===== src/rtl/dfp_pkg.sv =====
// DFPlayer command transmitter shared definitions: frame byte constants,
// FSM state encoding, queued command layout and frame length.
// Build option: DFP_CHECKSUM_EN adds the two checksum bytes to every frame.
package dfp_pkg;

  localparam logic [7:0] START = 8'h7E;
  localparam logic [7:0] VER   = 8'hFF;
  localparam logic [7:0] LEN   = 8'h06;
  localparam logic [7:0] END   = 8'hEF;

  localparam logic [7:0] PLAY_TRACK = 8'h03;
  localparam logic [7:0] SET_VOLUME = 8'h06;

  typedef enum logic [1:0] {
    ST_IDLE = 2'd0,
    ST_LOAD = 2'd1,
    ST_SEND = 2'd2,
    ST_GAP  = 2'd3
  } dfp_state_t;

  typedef struct packed {
    logic        fb;
    logic [7:0]  code;
    logic [15:0] param;
  } dfp_cmd_t;

`ifdef DFP_CHECKSUM_EN
  localparam int NBYTES = 10;

  // Two's-complement of the 16-bit sum of VER..PL, wrapping.
  function automatic logic [15:0] dfp_checksum(input dfp_cmd_t c);
    logic [15:0] sum;
    sum = 16'(VER) + 16'(LEN) + 16'(c.code) + {15'd0, c.fb}
        + 16'(c.param[15:8]) + 16'(c.param[7:0]);
    return 16'h0000 - sum;
  endfunction
`else
  localparam int NBYTES = 8;
`endif

endpackage


===== src/rtl/dfp_uart_byte_tx.sv =====
// Purpose: 8N1 serialiser for one byte; start bit, D0..D7 LSB first, stop bit.
// Latency: tx drops the cycle after load; done is high in the last stop-bit cycle.
// Backpressure: none; a new load is accepted during the done cycle for gapless bytes.
module dfp_uart_byte_tx #(
  parameter int DIV = 5208
) (
  input  logic       clk,
  input  logic       reset_n,
  input  logic       load,
  input  logic [7:0] data,
  output logic       tx,
  output logic       done
);

  localparam int CW = (DIV > 1) ? $clog2(DIV) : 1;
  localparam logic [CW-1:0] CNT_LAST = CW'(DIV - 1);
  localparam logic [CW-1:0] CNT_PRE  = CW'(DIV - 2);

  logic          active;
  logic [3:0]    bit_cnt;   // 0 = start, 1..8 = data, 9 = stop
  logic [CW-1:0] clk_cnt;
  logic [7:0]    shreg;

  // Bit timing: each bit holds for DIV cycles; done is raised one cycle early so it lines up with the last stop cycle.
  always_ff @(posedge clk or negedge reset_n) begin
    if (!reset_n) begin
      active  <= 1'b0;
      bit_cnt <= '0;
      clk_cnt <= '0;
      shreg   <= '0;
      tx      <= 1'b1;
      done    <= 1'b0;
    end else begin
      done <= 1'b0;
      if (load) begin
        active  <= 1'b1;
        bit_cnt <= '0;
        clk_cnt <= '0;
        shreg   <= data;
        tx      <= 1'b0;
      end else if (active) begin
        if (clk_cnt == CNT_LAST) begin
          clk_cnt <= '0;
          if (bit_cnt == 4'd9) begin
            active <= 1'b0;
            tx     <= 1'b1;
          end else begin
            bit_cnt <= bit_cnt + 4'd1;
            tx      <= (bit_cnt == 4'd8) ? 1'b1 : shreg[bit_cnt[2:0]];
          end
        end else begin
          clk_cnt <= clk_cnt + 1'b1;
          if (bit_cnt == 4'd9 && clk_cnt == CNT_PRE) done <= 1'b1;
        end
      end
    end
  end

endmodule


===== src/rtl/dfp_cmd_queue_tx.sv =====
// Purpose: queue DFPlayer commands and send each as a UART frame followed by an idle gap.
// Latency: command accepted at edge t -> pop t+1, LOAD t+2, start bit t+3.
// Backpressure: cmd_ready is low while the FIFO is full (registered from the level).
// Build option: DFP_CHECKSUM_EN selects the 10-byte frame with CSH/CSL.
module dfp_cmd_queue_tx
  import dfp_pkg::*;
#(
  parameter int CLK_HZ   = 50_000_000,
  parameter int BAUD     = 9600,
  parameter int DEPTH    = 4,
  parameter int GAP_CLKS = 1_000_000
) (
  input  logic                     clk,
  input  logic                     reset_n,
  input  logic                     cmd_valid,
  output logic                     cmd_ready,
  input  logic [7:0]               cmd_code,
  input  logic [15:0]              cmd_param,
  input  logic                     cmd_fb,
  output logic                     tx,
  output logic                     busy,
  output logic                     frame_done,
  output logic [$clog2(DEPTH):0]   fifo_level
);

  localparam int DIV   = CLK_HZ / BAUD;
  localparam int AW    = $clog2(DEPTH);
  localparam int IDX_W = $clog2(NBYTES);
  localparam int GW    = $clog2(GAP_CLKS + 1);
  localparam logic [IDX_W-1:0] LAST_IDX = IDX_W'(NBYTES - 1);
  localparam logic [GW-1:0]    GAP_LAST = GW'(GAP_CLKS - 1);
  localparam logic [AW:0]      FULL_LVL = (AW + 1)'(DEPTH);

  dfp_cmd_t        mem [DEPTH];
  logic [AW-1:0]   wr_ptr, rd_ptr;
  logic [AW:0]     level_nxt;
  logic            push, pop;

  dfp_state_t      state;
  dfp_cmd_t        cur;
  logic [IDX_W-1:0] idx, sel_idx;
  logic            start_pend;
  logic [GW-1:0]   gap_cnt;
  logic [7:0]      byte_dat;
  logic            byte_load, byte_done;
`ifdef DFP_CHECKSUM_EN
  logic [15:0]     csum;
`endif

  assign push = cmd_valid && cmd_ready;
  assign pop  = (state == ST_IDLE) && (fifo_level != '0);

  // Next occupancy; a simultaneous push and pop leaves it unchanged.
  always_comb begin
    level_nxt = fifo_level;
    if (push && !pop)      level_nxt = fifo_level + 1'b1;
    else if (!push && pop) level_nxt = fifo_level - 1'b1;
  end

  // Command storage; contents need no reset because the pointers define validity.
  always_ff @(posedge clk) begin
    if (push) mem[wr_ptr] <= '{fb: cmd_fb, code: cmd_code, param: cmd_param};
  end

  // FIFO pointers, level and the registered ready flag.
  always_ff @(posedge clk or negedge reset_n) begin
    if (!reset_n) begin
      wr_ptr     <= '0;
      rd_ptr     <= '0;
      fifo_level <= '0;
      cmd_ready  <= 1'b1;
    end else begin
      if (push) wr_ptr <= wr_ptr + 1'b1;
      if (pop)  rd_ptr <= rd_ptr + 1'b1;
      fifo_level <= level_nxt;
      cmd_ready  <= (level_nxt != FULL_LVL);
    end
  end

  // The first byte is loaded on the cycle after LOAD; later bytes load in the
  // done cycle of the previous one so stop and next start bits abut.
  assign byte_load  = (state == ST_SEND) && (start_pend || (byte_done && idx != LAST_IDX));
  assign sel_idx    = start_pend ? idx : idx + 1'b1;
  assign frame_done = (state == ST_SEND) && !start_pend && byte_done && (idx == LAST_IDX);

  // Frame byte selection from the latched command.
  always_comb begin
    byte_dat = END;
    case (sel_idx)
      IDX_W'(0): byte_dat = START;
      IDX_W'(1): byte_dat = VER;
      IDX_W'(2): byte_dat = LEN;
      IDX_W'(3): byte_dat = cur.code;
      IDX_W'(4): byte_dat = {7'd0, cur.fb};
      IDX_W'(5): byte_dat = cur.param[15:8];
      IDX_W'(6): byte_dat = cur.param[7:0];
`ifdef DFP_CHECKSUM_EN
      IDX_W'(7): byte_dat = csum[15:8];
      IDX_W'(8): byte_dat = csum[7:0];
`endif
      default:   byte_dat = END;
    endcase
  end

  // Frame sequencer: pop, build, send bytes, then enforce the idle gap.
  always_ff @(posedge clk or negedge reset_n) begin
    if (!reset_n) begin
      state      <= ST_IDLE;
      busy       <= 1'b0;
      cur        <= '0;
      idx        <= '0;
      start_pend <= 1'b0;
      gap_cnt    <= '0;
`ifdef DFP_CHECKSUM_EN
      csum       <= '0;
`endif
    end else begin
      case (state)
        ST_IDLE: begin
          if (pop) begin
            cur   <= mem[rd_ptr];
            busy  <= 1'b1;
            state <= ST_LOAD;
          end
        end
        ST_LOAD: begin
`ifdef DFP_CHECKSUM_EN
          csum       <= dfp_checksum(cur);
`endif
          idx        <= '0;
          start_pend <= 1'b1;
          state      <= ST_SEND;
        end
        ST_SEND: begin
          if (start_pend) begin
            start_pend <= 1'b0;
          end else if (byte_done) begin
            if (idx == LAST_IDX) begin
              gap_cnt <= '0;
              state   <= ST_GAP;
            end else begin
              idx <= idx + 1'b1;
            end
          end
        end
        ST_GAP: begin
          if (gap_cnt == GAP_LAST) begin
            busy  <= 1'b0;
            state <= ST_IDLE;
          end else begin
            gap_cnt <= gap_cnt + 1'b1;
          end
        end
        default: state <= ST_IDLE;
      endcase
    end
  end

  dfp_uart_byte_tx #(.DIV(DIV)) u_byte_tx (
    .clk     (clk),
    .reset_n (reset_n),
    .load    (byte_load),
    .data    (byte_dat),
    .tx      (tx),
    .done    (byte_done)
  );

endmodule


===== config.mk =====
export PLATFORM = sky130hd
export DESIGN_NAME = dfp_cmd_queue_tx
export DESIGN_NICKNAME = d
export VERILOG_FILES = /design/src/rtl/dfp_pkg.sv /design/src/rtl/dfp_uart_byte_tx.sv /design/src/rtl/dfp_cmd_queue_tx.sv
export SDC_FILE = /design/constraint.sdc
export NUM_CORES = 1
export LEC_CHECK = 0
export ABC_CLOCK_PERIOD_IN_PS = 3450
export CAP_MARGIN = 20
export CORE_MARGIN = 2
export CORE_UTILIZATION = 60
export CTS_CLUSTER_DIAMETER = 200
export DETAILED_ROUTE_END_ITERATION = 7
export PLACE_DENSITY = 0.82
export SYNTH_ARGS = -nofsm -noshare
export SYNTH_HDL_FRONTEND = slang
export SYNTH_SLANG_ARGS = --single-unit

===== constraint.sdc =====
create_clock -name clk -period 3.45 [get_ports clk]
set_input_delay 0.69 -clock clk [delete_from_list [all_inputs] [get_ports clk]]
set_output_delay 0.69 -clock clk [all_outputs]
set_load 0.01 [all_outputs]

=== Word level (Yosys, flattened, before mapping) ===
Memories as Yosys holds them, arrays and structs flattened. A register that Yosys moved wholly into a read port is not among the register bits.
Index checks and enable logic that the tools add are counted.
Widths: inputs -> output; s select.

* $add $sub $neg: 8
* Order comparisons: 1
* Equality and inequality tests: 25
* Multiplexer cells: 47
* Reductions and logical operators: 30

{| class="wikitable"
|+ Operators by type and width
! operator !! number
|-
| $mux 20 || 4
|-
| $pmux 8 s7 || 1
|-
| $pmux 20 s2 || 1
|-
| $mux 13 || 3
|-
| $eq 13x13->1 const B || 2
|-
| $add 20x1->20 const B || 1
|-
| $eq 20x20->1 const B || 1
|-
| $mux 1 || 18
|-
| $mux 3 || 6
|-
| $mux 4 || 4
|-
| $add 13x1->13 const B || 1
|-
| $eq 3x3->1 const B || 4
|-
| $ne 2x2->1 const B || 6
|-
| $logic_and 1x1->1 || 10
|-
| $mux 2 || 5
|-
| $reduce_and 5->1 || 2
|-
| $reduce_bool 2->1 || 5
|-
| $eq 4x4->1 const B || 2
|-
| $pmux 2 s4 || 1
|-
| $add 3x1->3 const B || 2
|-
| $eq 3x2->1 const B || 2
|-
| $ne 3x3->1 const B || 2
|-
| $pmux 3 s2 || 1
|-
| $reduce_and 3->1 || 2
|-
| 17 further kinds || 25
|}

* Register bits after elaboration: 63
* RAM bits: 100
* Bits of input ports: 28
* Output and inout bits: 7
* Logic and storage cells: 127
* Memories: 1

{| class="wikitable"
|+ Memory list
! memory !! depth !! width !! read ports !! clocked after memory_dff !! write ports !! line !! source
|-
| mem || 4 || 25 || 1 || 1 || 1 || dfp_cmd_queue_tx.sv:34 || <nowiki>dfp_cmd_t mem [DEPTH];</nowiki>
|}

=== Longest topological paths before layout ===
* Depth after elaboration: 7
* Gate-level depth with buffers: 9
* Mapped depth without buffers: 7

=== Hierarchy ===
Synthesis repeated with hierarchy kept, for this count alone.

* Cells, all modules: 606
* Area total of the unflattened synthesis: 8,491.9 µm²

{| class="wikitable"
|+ Modules (own cells, without submodules)
! module !! times used !! cells an instance !! area an instance (µm²) !! sequential area each (µm²)
|-
| dfp_cmd_queue_tx || 1 || 453 || 6,927.9 || 4,505.6
|-
| dfp_uart_byte_tx || 1 || 153 || 1,564.0 || 701.9
|}

=== Worst setup path after synthesis ===
Ideal clock, no wire load.

* Path type: reg-to-reg
* Start point: reg state[0]
* End point: reg gap_cnt[12]
* Library setup time: 0.148 ns
* Arrival: 1.736 ns
* Required time: 3.302 ns
* Slack: 1.566 ns
* Cell stages (with the launch flop): 9
* Path buffers: 1
* Period minus slack after synthesis: 1.884 ns
* Cells stage by stage: dfrtp_1 inv_1 ha_1 buf_2 nand3b_1 o22ai_2 inv_1 a31oi_1 a31oi_1

* Cells in the longest elaborated chain, start to end: 3
* Elaborated cells on any way between the ends: 9
* Those cells by class: 6 x eq/ne; 1 x mux; 2 x reduce/logical

{| class="wikitable"
|+ RTL lines
! element !! line !! source
|-
| from (decl) || dfp_cmd_queue_tx.sv:39 || <nowiki>dfp_state_t state;</nowiki>
|-
| from (signal assigned) || dfp_cmd_queue_tx.sv:108 || <nowiki>state <= ST_IDLE;</nowiki>
|-
| from (signal assigned) || dfp_cmd_queue_tx.sv:123 || <nowiki>state <= ST_LOAD;</nowiki>
|-
| from (signal assigned) || dfp_cmd_queue_tx.sv:132 || <nowiki>state <= ST_SEND;</nowiki>
|-
| $eq 2x2->1 || dfp_cmd_queue_tx.sv:118 || <nowiki>case (state)</nowiki>
|-
| $ne 2x2->1 (no line), or another cell as far along || n/a ||
|-
| $reduce_and 5->1 (no line) || n/a ||
|-
| to (signal assigned) || dfp_cmd_queue_tx.sv:151 || <nowiki>gap_cnt <= gap_cnt + 1'b1;</nowiki>
|-
| to (decl) || dfp_cmd_queue_tx.sv:43 || <nowiki>logic [GW-1:0] gap_cnt;</nowiki>
|}

Parallel ways exist; a longest one is shown, timed or not.
A chain may end at the register's enable or synchronous reset.

=== Final worst setup path ===
* Start point: reg idx[0]
* End point: out frame_done

* Cells in the longest elaborated chain, start to end: 2

{| class="wikitable"
|+ RTL lines
! element !! line !! source
|-
| from (decl) || dfp_cmd_queue_tx.sv:41 || <nowiki>logic [IDX_W-1:0] idx, sel_idx;</nowiki>
|-
| from (signal assigned) || dfp_cmd_queue_tx.sv:142 || <nowiki>idx <= idx + 1'b1;</nowiki>
|-
| $eq 3x3->1 || dfp_cmd_queue_tx.sv:84 || <nowiki>assign frame_done = (state == ST_SEND) && !start_pend && byte_done && (idx == LAST_IDX);</nowiki>
|-
| $logic_and 1x1->1 || dfp_cmd_queue_tx.sv:84 ||
|-
| to (decl) || dfp_cmd_queue_tx.sv:22 || <nowiki>output logic frame_done,</nowiki>
|}

No other way between the ends.

==> results.sh <==
export IMPL_critical_path_top_delay_family="flip-flops"
export IMPL_cts_tree="built"
export IMPL_core_area_um2=13880
export IMPL_antenna_found_initial=0
export IMPL_drc=0
export IMPL_cts_resized_gates=0
export IMPL_clk_latency_ps=440
export IMPL_die_h_um=123.0
export IMPL_rsz0062_at_grt="false"
export IMPL_cp_cell_sequence="ha_1 -> nand2_1 -> nor2_1 -> clkdlybuf4s50_1"
export IMPL_async_reset_ff_share_pct=46.81
export IMPL_vdd_ir_drop_max_mv=0.3946
export IMPL_track_usage_pct=24.18
export IMPL_setup_tns_ps=0
export IMPL_synth_area_leader_cell="edfxtp_1"
export IMPL_dr_first_iter_drc_count=459
export IMPL_synth_nets=669
export IMPL_yosysWarnings=0
export IMPL_gp_congestion=0.8711
export IMPL_whs_ps=237.3
export IMPL_dr_pass1_iters=6
export IMPL_seq_area_frac_synth_pct=61.26
export IMPL_totalWireLength_um=16690
export IMPL_root_buffer="clkbuf_16"
export IMPL_pin_count=35
export IMPL_clk_pin_slew_ps=70
export IMPL_crit_required_ps=2760
export IMPL_ctsHoldBuffers=0
export IMPL_critical_path_max_stage_delay_ps=700
export IMPL_clk_path_buf_depth=2
export IMPL_initial_utilization_pct=61.24
export IMPL_cts_sinks=188
export IMPL_hp_class="in2async"
export IMPL_status="finished clean"
export IMPL_yosys_register_bits=188
export IMPL_fin_crit_sh_pct=86.80
export IMPL_finalCriticalPeriod_ps=2994
export IMPL_grt_max_degree=89
export IMPL_worst_slew_pin_slew_ps=835.4
export IMPL_synthCells=622
export IMPL_wl_per_cell_um=19.63
export IMPL_cts_htree_levels=4
export IMPL_maxCapViolations=0
export IMPL_drive_gt1_share_pct=16.87
export IMPL_die_area_um2=15140
export IMPL_path_buf_inv=1
export IMPL_place_hpwl_um=10420
export IMPL_critPathKind="reg2out"
export IMPL_ys_flop_type="edfxtp_1"
export IMPL_final_setup_viol_count=0
export IMPL_synth_area_um2=8501
export IMPL_grt_ovfl_total=0
export IMPL_yosys_area_top_type_share_pct=35.33
export IMPL_rows=43
export IMPL_ys_types=71
export IMPL_avgSynthCellArea_um2=13.67
export IMPL_worst_path_max_fanout=19
export IMPL_endpoint_kind="output port"
export IMPL_final_antenna_net_count=0
export IMPL_final_hold_viol_count=0
export IMPL_synth_area_leaders="edfxtp_1 (35%), dfrtp_1 (25%), mux4_2 (7.2%)"
export IMPL_powerDensity_nw_per_um2=534.5
export IMPL_synth_edff_count=100
export IMPL_layout_commonest_cell="edfxtp_1"
export IMPL_grt_pass1_wl_um=27500
export IMPL_slowest_stage="dfrtp_1"
export IMPL_max_slew_margin_pct=43.90
export IMPL_via_count=5316
export IMPL_final_cell_mix="edfxtp_1 (100), dfrtp_1 (86), nand2_1 (45)"
export IMPL_fin_worst_skew_ps=9.179
export IMPL_antenna_cells=0
export IMPL_grt_pass1_vias=5336
export IMPL_die_x_um=123.0
export IMPL_nNetsFinal=704
export IMPL_cp_start_kind="register"
export IMPL_drv_slew=0
export IMPL_leakagePower_nw=3.576
export IMPL_syn2layout_area_growth_pct=12.88
export IMPL_arrival_ps=2300
export IMPL_fmaxAchievable_mhz=333.9
export IMPL_post_cts_buffers=0
export IMPL_io_buffers=34
export IMPL_numCtsBuffers=17
export IMPL_via_per_inst=6.254
-- path summary, 6_finish.rpt --
kind	slack (ps)	start	to	cells after the start
min reg2reg	470	u_byte_tx.tx	u_byte_tx.tx	2
min	240	reset_n	gap_cnt[11]	2
max reg2reg	880	idx[0]	gap_cnt[12]	7
min in group clk	470	u_byte_tx.tx	u_byte_tx.tx	2
max	460	idx[0]	frame_done	4
max in group asynchronous	2750	reset_n	u_byte_tx.tx	2
-- cells by family after synthesis --
| kind of cell | count (synthesis) | share of synthesized area [%] |
|---|---|---|
| multiplexers | 59 | 11.38 |
| AO/OA/AOI/OAI | 117 | 9.038 |
| buffers and inverters | 47 | 2.355 |
| adder cells (fa/ha/maj) | 21 | 3.032 |
| AND/OR/NAND/NOR | 170 | 10.88 |
| flip-flops | 188 | 61.26 |
| XOR/XNOR | 20 | 2.061 |
-- synth_stat cells (8+ instances only) --
cell        n
nor2_1     34
nand3_1    24
nand2_1    45
o21ai_0    31
and3_1     11
nand2b_1    8
edfxtp_1  100
inv_1      19
xnor2_1     8
mux4_2     27
a21oi_1    25
clkbuf_1   12
a31oi_1    12
buf_2      13
xor2_1     12
ha_1       19
mux2_2     27
dfrtp_1    86
-- metal layers --
metal	track usage, %	wire, µm	part of all wire, %
met1	30.95	6912	41
met5	0	0	0
met3	5.212	785	4.7
met4	8.807	317	1.9
met2	41.02	8669	52
-- sequential cells by signal (all words and copies together) (netlist names), 2 cells and up --
name	count
cur	25
idx	3
u_byte_tx.bit_cnt	4
u_byte_tx.shreg	8
fifo_level	3
wr_ptr	2
u_byte_tx.clk_cnt	13
rd_ptr	2
state	2
mem	100
gap_cnt	20
-- through the flow --
step	total power, mW	std cells	utilization, %	area, µm²	worst slack [ps]
after global routing	5.321	850	69.13	9595	376.8
after detailed placement	3.278	818	65.00	9022	970.8
after global placement	3.233	818	65.00	9022	1034
after floorplan	3.029	622	-	8501	1566
after CTS	5.176	850	69.13	9595	482.0
final	5.128	850	69.13	9595	455.5
-- power breakdown --
part	switching (mW)	internal [mW]
sequential	0.0831	2.65
clock	0.903	0.992
combinational	0.288	0.216
total	1.27	3.85
-- cell type report --
cell class / instances / area, µm²
timing repair buffer: 44 / 425.4
multi-input combinational: 387 / 3093
fill: 951 / 4285
tap: 180 / 225.2
sequential: 188 / 5207
inverter: 19 / 71.32
clock buffer: 19 / 452.9
clock inverter: 13 / 120.1
No activity file was read; power rests on OpenSTA's default activity.
==> edit 1 (same flow settings) <==
Add a define of `DFP_CHECKSUM_EN`.
--- a/src/rtl/dfp_pkg.sv
+++ b/src/rtl/dfp_pkg.sv
@@ -1,6 +1,8 @@
 // DFPlayer command transmitter shared definitions: frame byte constants,
 // FSM state encoding, queued command layout and frame length.
 // Build option: DFP_CHECKSUM_EN adds the two checksum bytes to every frame.
+`define DFP_CHECKSUM_EN
+
 package dfp_pkg;
 
   localparam logic [7:0] START = 8'h7E;
Behaviour: same outputs for any inputs over 10 cycles, from zero or initial values and one cycle with reset_n low; that may be too few to reach the edited logic, so the function may still have changed.
==> edit 1 against the original RTL <==
  * Worst hold slack got worse by 0.031 ns
  * Sequential share of layout area fell by 4.9 points
  * Non-clock buffer count rose by 11
  * Combinational power rose by 6.7%
  * Worst setup slack got worse by 0.32 ns
  * Final cell count rose by 24%
  * Total power rose by 8.4%
  * Highest routed layer unchanged
  * Final area rose by 17%
  * Routed wire length rose by 23%
  * Sequential cell count rose by 13
  * Clock power rose by 13%
  * Critical endpoint is now csum[5]
  * Synthesized area rose by 16%
  * Global-route usage fell by 0.22 points
==> edit 1: results <==
export IMPL_cpPeakStageDelay_ns=0.49
export IMPL_pre_cts_ws_ns=-0.316
export IMPL_ys_types=75
export IMPL_grt_pass1_wl_mm=34.0
export IMPL_clk_latency_ns=0.50
export IMPL_wl_met2_mm=10.8
export IMPL_numCtsBuffers=21
export IMPL_syn_instance_count=772
export IMPL_drt_total_wl_mm=20.4
export IMPL_drt_iter0_drc=438
export IMPL_p_leak_nw=4.35
export IMPL_clk_pin_slew_worst_paths_ns=0.06
export IMPL_cp_top_family="adder cells"
export IMPL_min_period_ns=3.32
export IMPL_layout_nets=895
export IMPL_gp_congestion=0.868
export IMPL_crit_slowest_cell="fa_1"
export IMPL_skew_ns=0.0190
export IMPL_drtPass1Iterations=5
export IMPL_grt_pass1_vias=6771
export IMPL_diodes=0
export IMPL_cts_buffer_depth=3
export IMPL_dpl_cell_count=1009
export IMPL_cts_max_level=1
export IMPL_netlist_top_cells_count="edfxtp_1, dfrtp_1, inv_1"
export IMPL_globalRouteTotalUtil=0.240
export IMPL_dp_hpwl_mm=13.8
export IMPL_synthTopCellsByArea="edfxtp_1, dfrtp_1, mux4_2"
export IMPL_final_cells=1052
export IMPL_port_buffers=34
export IMPL_holdWs_ns=0.207
export IMPL_crit_start="cur[16]"
export IMPL_max_vdd_ir_drop_v=0.000516
export IMPL_async_flop_share=0.502
export IMPL_routed_wl_met3_mm=1.10
export IMPL_status="complete, no violations"
export IMPL_syn_nets=846
export IMPL_drive_gt1_frac=0.145
export IMPL_arrival_ns=3.70
export IMPL_r2r_slack_ns=0.13
export IMPL_final_fill_count=1079
export IMPL_crit_fanout=2
export IMPL_wl_met1_mm=8.16
export IMPL_grt_max_degree=57
export IMPL_tightest_slew_ns=1.01
export IMPL_viasPerCell=6.20
export IMPL_synth_edf_count=100
export IMPL_seq_area_frac_synth=0.561
==> edit 1: cell count changes in the layout (fill, tap and decap cells not counted), sizes merged, moves of 6 or more <==
cell and delta:
ha +18, buf +11, and2 +6, o31ai +7
clkbuf +13, inv +29, nand2 +9, a22oi +6
or4 +8, a21oi +9, fa +9, dfrtp +13
==> edit 1: cell families (layout without fill, tap and decap cells) <==
logic type / after synthesis / in the layout / share of synthesized area
and+or+nand+nor: 202 / 202 / 0.111
xor gates and xnor gates: 26 / 26 / 0.0231
adders and majority gates: 48 / 48 / 0.0672
muxes: 63 / 63 / 0.102
DFF: 201 / 201 / 0.561
buffers and inverters: 84 / 148 / 0.0326
AOI/OAI and AO/OA: 148 / 148 / 0.103
==> edit 1: what timing repair did <==
| action | in CTS | in global routing |
|---|---|---|
| setup buffers | 0 | 4 |
| setup endpoints to repair | 1 | 2 |
| resized for setup | 6 | 4 |
| pin swaps | 1 | 2 |
==> edit 1: cell type report <==
| type | count | area (um^2) | area share |
|---|---|---|---|
| Sequential cell | 201 | 5530 | 0.494 |
| Multi-Input combinational cell | 487 | 4050 | 0.361 |
| Clock buffer | 32 | 587 | 0.0524 |
| Timing Repair Buffer | 55 | 508 | 0.0453 |
| Tap cell | 216 | 270 | 0.0241 |
| Inverter | 55 | 206 | 0.0184 |
| Clock inverter | 6 | 56.3 | 0.00502 |
==> edit 1: per-stage QoR <==
stage / util / TNS [ns] / instance area [um^2]
floorplan: - / 0 / 9870
global placement: 0.656 / -0.101 / 10500
detailed placement: 0.656 / -0.316 / 10500
CTS: 0.697 / 0 / 11100
global route: 0.701 / 0 / 11200
finish: 0.701 / 0 / 11200
==> edit 1: per-layer routing <==
metal / up-vias / global-route usage
met4: 0 / 0.0615
met1: 3284 / 0.300
met5: - / 0
li1: 2985 / -
met2: 216 / 0.438
met3: 35 / 0.0361
==> edit 1: final timing paths <==
check	endpoint	cells after the start
min	fifo_level[2]	1
max in group asynchronous	u_byte_tx.tx	2
min in group clk	u_byte_tx.tx	2
min reg2reg	u_byte_tx.tx	2
max	csum[5]	14
max reg2reg	csum[5]	14
==> edit 1: worst reg2reg max path, delay by kind of cell, from the launching register on <==
kind | cells | cell delay [ns]
AO/OA/AOI/OAI | 2 | 0.30
XOR/XNOR | 1 | 0.13
adder cells (fa/ha/maj) | 5 | 1.72
buffers and inverters | 5 | 0.41
flip-flops | 1 | 0.36
multiplexers | 1 | 0.27
==> edit 1: power by group <==
part	total (mW)	switching, mW	internal [mW]
clock network	2.14	0.893	1.25
registers	2.88	0.0811	2.80
logic	0.538	0.313	0.225
==> edit 2 (same flow settings) <==
Without the edit above. Reset style: synchronous (`reset_n`), changed in 3 clocked blocks.
--- a/src/rtl/dfp_uart_byte_tx.sv
+++ b/src/rtl/dfp_uart_byte_tx.sv
@@ -22,7 +22,7 @@
   logic [7:0]    shreg;
 
   // Bit timing: each bit holds for DIV cycles; done is raised one cycle early so it lines up with the last stop cycle.
-  always_ff @(posedge clk or negedge reset_n) begin
+  always_ff @(posedge clk) begin
     if (!reset_n) begin
       active  <= 1'b0;
       bit_cnt <= '0;
--- a/src/rtl/dfp_cmd_queue_tx.sv
+++ b/src/rtl/dfp_cmd_queue_tx.sv
@@ -63,7 +63,7 @@
   end
 
   // FIFO pointers, level and the registered ready flag.
-  always_ff @(posedge clk or negedge reset_n) begin
+  always_ff @(posedge clk) begin
     if (!reset_n) begin
       wr_ptr     <= '0;
       rd_ptr     <= '0;
@@ -103,7 +103,7 @@
   end
 
   // Frame sequencer: pop, build, send bytes, then enforce the idle gap.
-  always_ff @(posedge clk or negedge reset_n) begin
+  always_ff @(posedge clk) begin
     if (!reset_n) begin
       state      <= ST_IDLE;
       busy       <= 1'b0;
Behaviour: differs if reset_n is asserted again (counterexample within 4 cycles, from zero or initial values and one cycle with reset_n low); with reset_n held inactive, the same outputs for 10 cycles.
==> edit 2 against the original RTL <==
  * First-iteration DRC count down 3.9%
  * Non-clock buffer count down 2
  * Sequential cell count unchanged
  * Utilization up 0.071 points
  * Worst setup slack better by 0.12 ns
  * Synthesized area down 3.8%
  * Critical endpoint unchanged
  * Critical path type unchanged
  * Fmax up 4.2%
  * Count of clock-buffer cells in the layout down 1
  * Final area down 4.1%
  * Largest cell class unchanged
  * Routed wire length down 10%
  * Critical path depth unchanged
Power is not compared: it rests on default switching activity, and its combinational part moved more than twofold at a synthesized area within 25%.
==> edit 2: results <==
export IMPL_arrival_ns=2.18
export IMPL_layout_nets=751
export IMPL_synth_compound_area_frac=0.116
export IMPL_dr_total_vias=5351
export IMPL_synth_xor_area_frac=0.0214
export IMPL_worst_slack_ns=0.575
export IMPL_drive_gt1_frac=0.119
export IMPL_antenna_found_initial=0
export IMPL_hold_end="gap_cnt[5]"
export IMPL_hp_start="gap_cnt[5]"
export IMPL_routedWlPerCell_um=16.8
export IMPL_grt_pass1_vias=5284
export IMPL_netlist_top_cells_count="nand2_1, edfxtp_1, dfxtp_1"
export IMPL_r2r_end="gap_cnt[14]"
export IMPL_skew_ns=0.00841
export IMPL_reg2reg_from="state[0]"
export IMPL_reg2regPathDepth=5
export IMPL_r2r_slack_ns=1.06
export IMPL_drt_total_wl_mm=15.0
export IMPL_syn_nets=728
export IMPL_finalInstanceArea_um2=9200
export IMPL_grt_pass1_wl_mm=25.0
export IMPL_relSlewSlack=0.363
export IMPL_pre_cts_ws_ns=1.03
export IMPL_drt_iter0_drc=441
export IMPL_final_fill_count=899
export IMPL_avgSynthCellArea_um2=12.0
export IMPL_globalRouteTotalUtil=0.220
export IMPL_ys_types=68
export IMPL_crit_fanout=9
export IMPL_hp_class="flip-flop to flip-flop"
export IMPL_async_flop_share=0
export IMPL_seq_area_frac_synth=0.583
export IMPL_drtPass1Iterations=5
export IMPL_gp_congestion=0.921
export IMPL_grt_max_degree=74
export IMPL_synth_fa_ha_area_frac=0.0291
export IMPL_holdWs_ns=0.469
export IMPL_muxShareOfSynthArea=0.0831
export IMPL_dpl_cell_count=861
export IMPL_crit_start="idx[0]"
export IMPL_status="complete, no violations"
export IMPL_dpl_instance_area_um2=8630
export IMPL_synthTopCellsByArea="edfxtp_1, dfxtp_1, mux4_2"
-- edit 2: cell types whose count changed in the layout (fill, tap and decap cells not counted), moves of 6 or more --
| cell | before | now |
|---|---|---|
| nand4_1 | 6 | 12 |
| nand2_1 | 45 | 102 |
| a31oi_1 | 12 | 4 |
| dfxtp_1 | 0 | 87 |
| dfrtp_1 | 86 | 0 |
| a21boi_0 | 1 | 38 |
| a21oi_1 | 25 | 19 |
| and2_1 | 1 | 8 |
| mux2_2 | 27 | 1 |
-- edit 2: logic make-up (layout without fill, tap and decap cells) --
logic type,after synthesis,after routing
compound gates,135,135
xor+xnor,20,20
fa+ha+maj,19,19
buf+inv,52,88
flops,188,188
mux,34,34
simple gates,233,233
-- edit 2: critical path, stage by stage, from the launching register on --
cell	delay, ns
dfxtp_1	0.49
ha_1	0.20
ha_1	0.22
and4b_1	0.29
clkdlybuf4s50_1	0.56
-- edit 2: report_power, final --
part,switching (mW),leakage (nW),total (mW),internal (mW)
sequential,0.227,1.63,2.91,2.68
clock,0.873,0.278,1.89,1.02
combinational,0.761,1.23,1.37,0.608
-- edit 2: area by class of cell --
| class | count | share of cell area |
|---|---|---|
| multi-input cells | 441 | 0.347 |
| flip-flops and latches | 188 | 0.518 |
| clock inverters | 14 | 0.0158 |
| clock buffers | 18 | 0.0466 |
| well taps | 176 | 0.0239 |
| inverters | 14 | 0.00571 |
| repair buffers | 42 | 0.0430 |
-- edit 2: metal layers --
metal,share of wire,up-vias,global-route usage
li1,-,2574,-
met2,0.51,128,0.374
met5,0,-,0
met4,0.014,0,0.0719
met1,0.43,2633,0.274
met3,0.045,16,0.0599
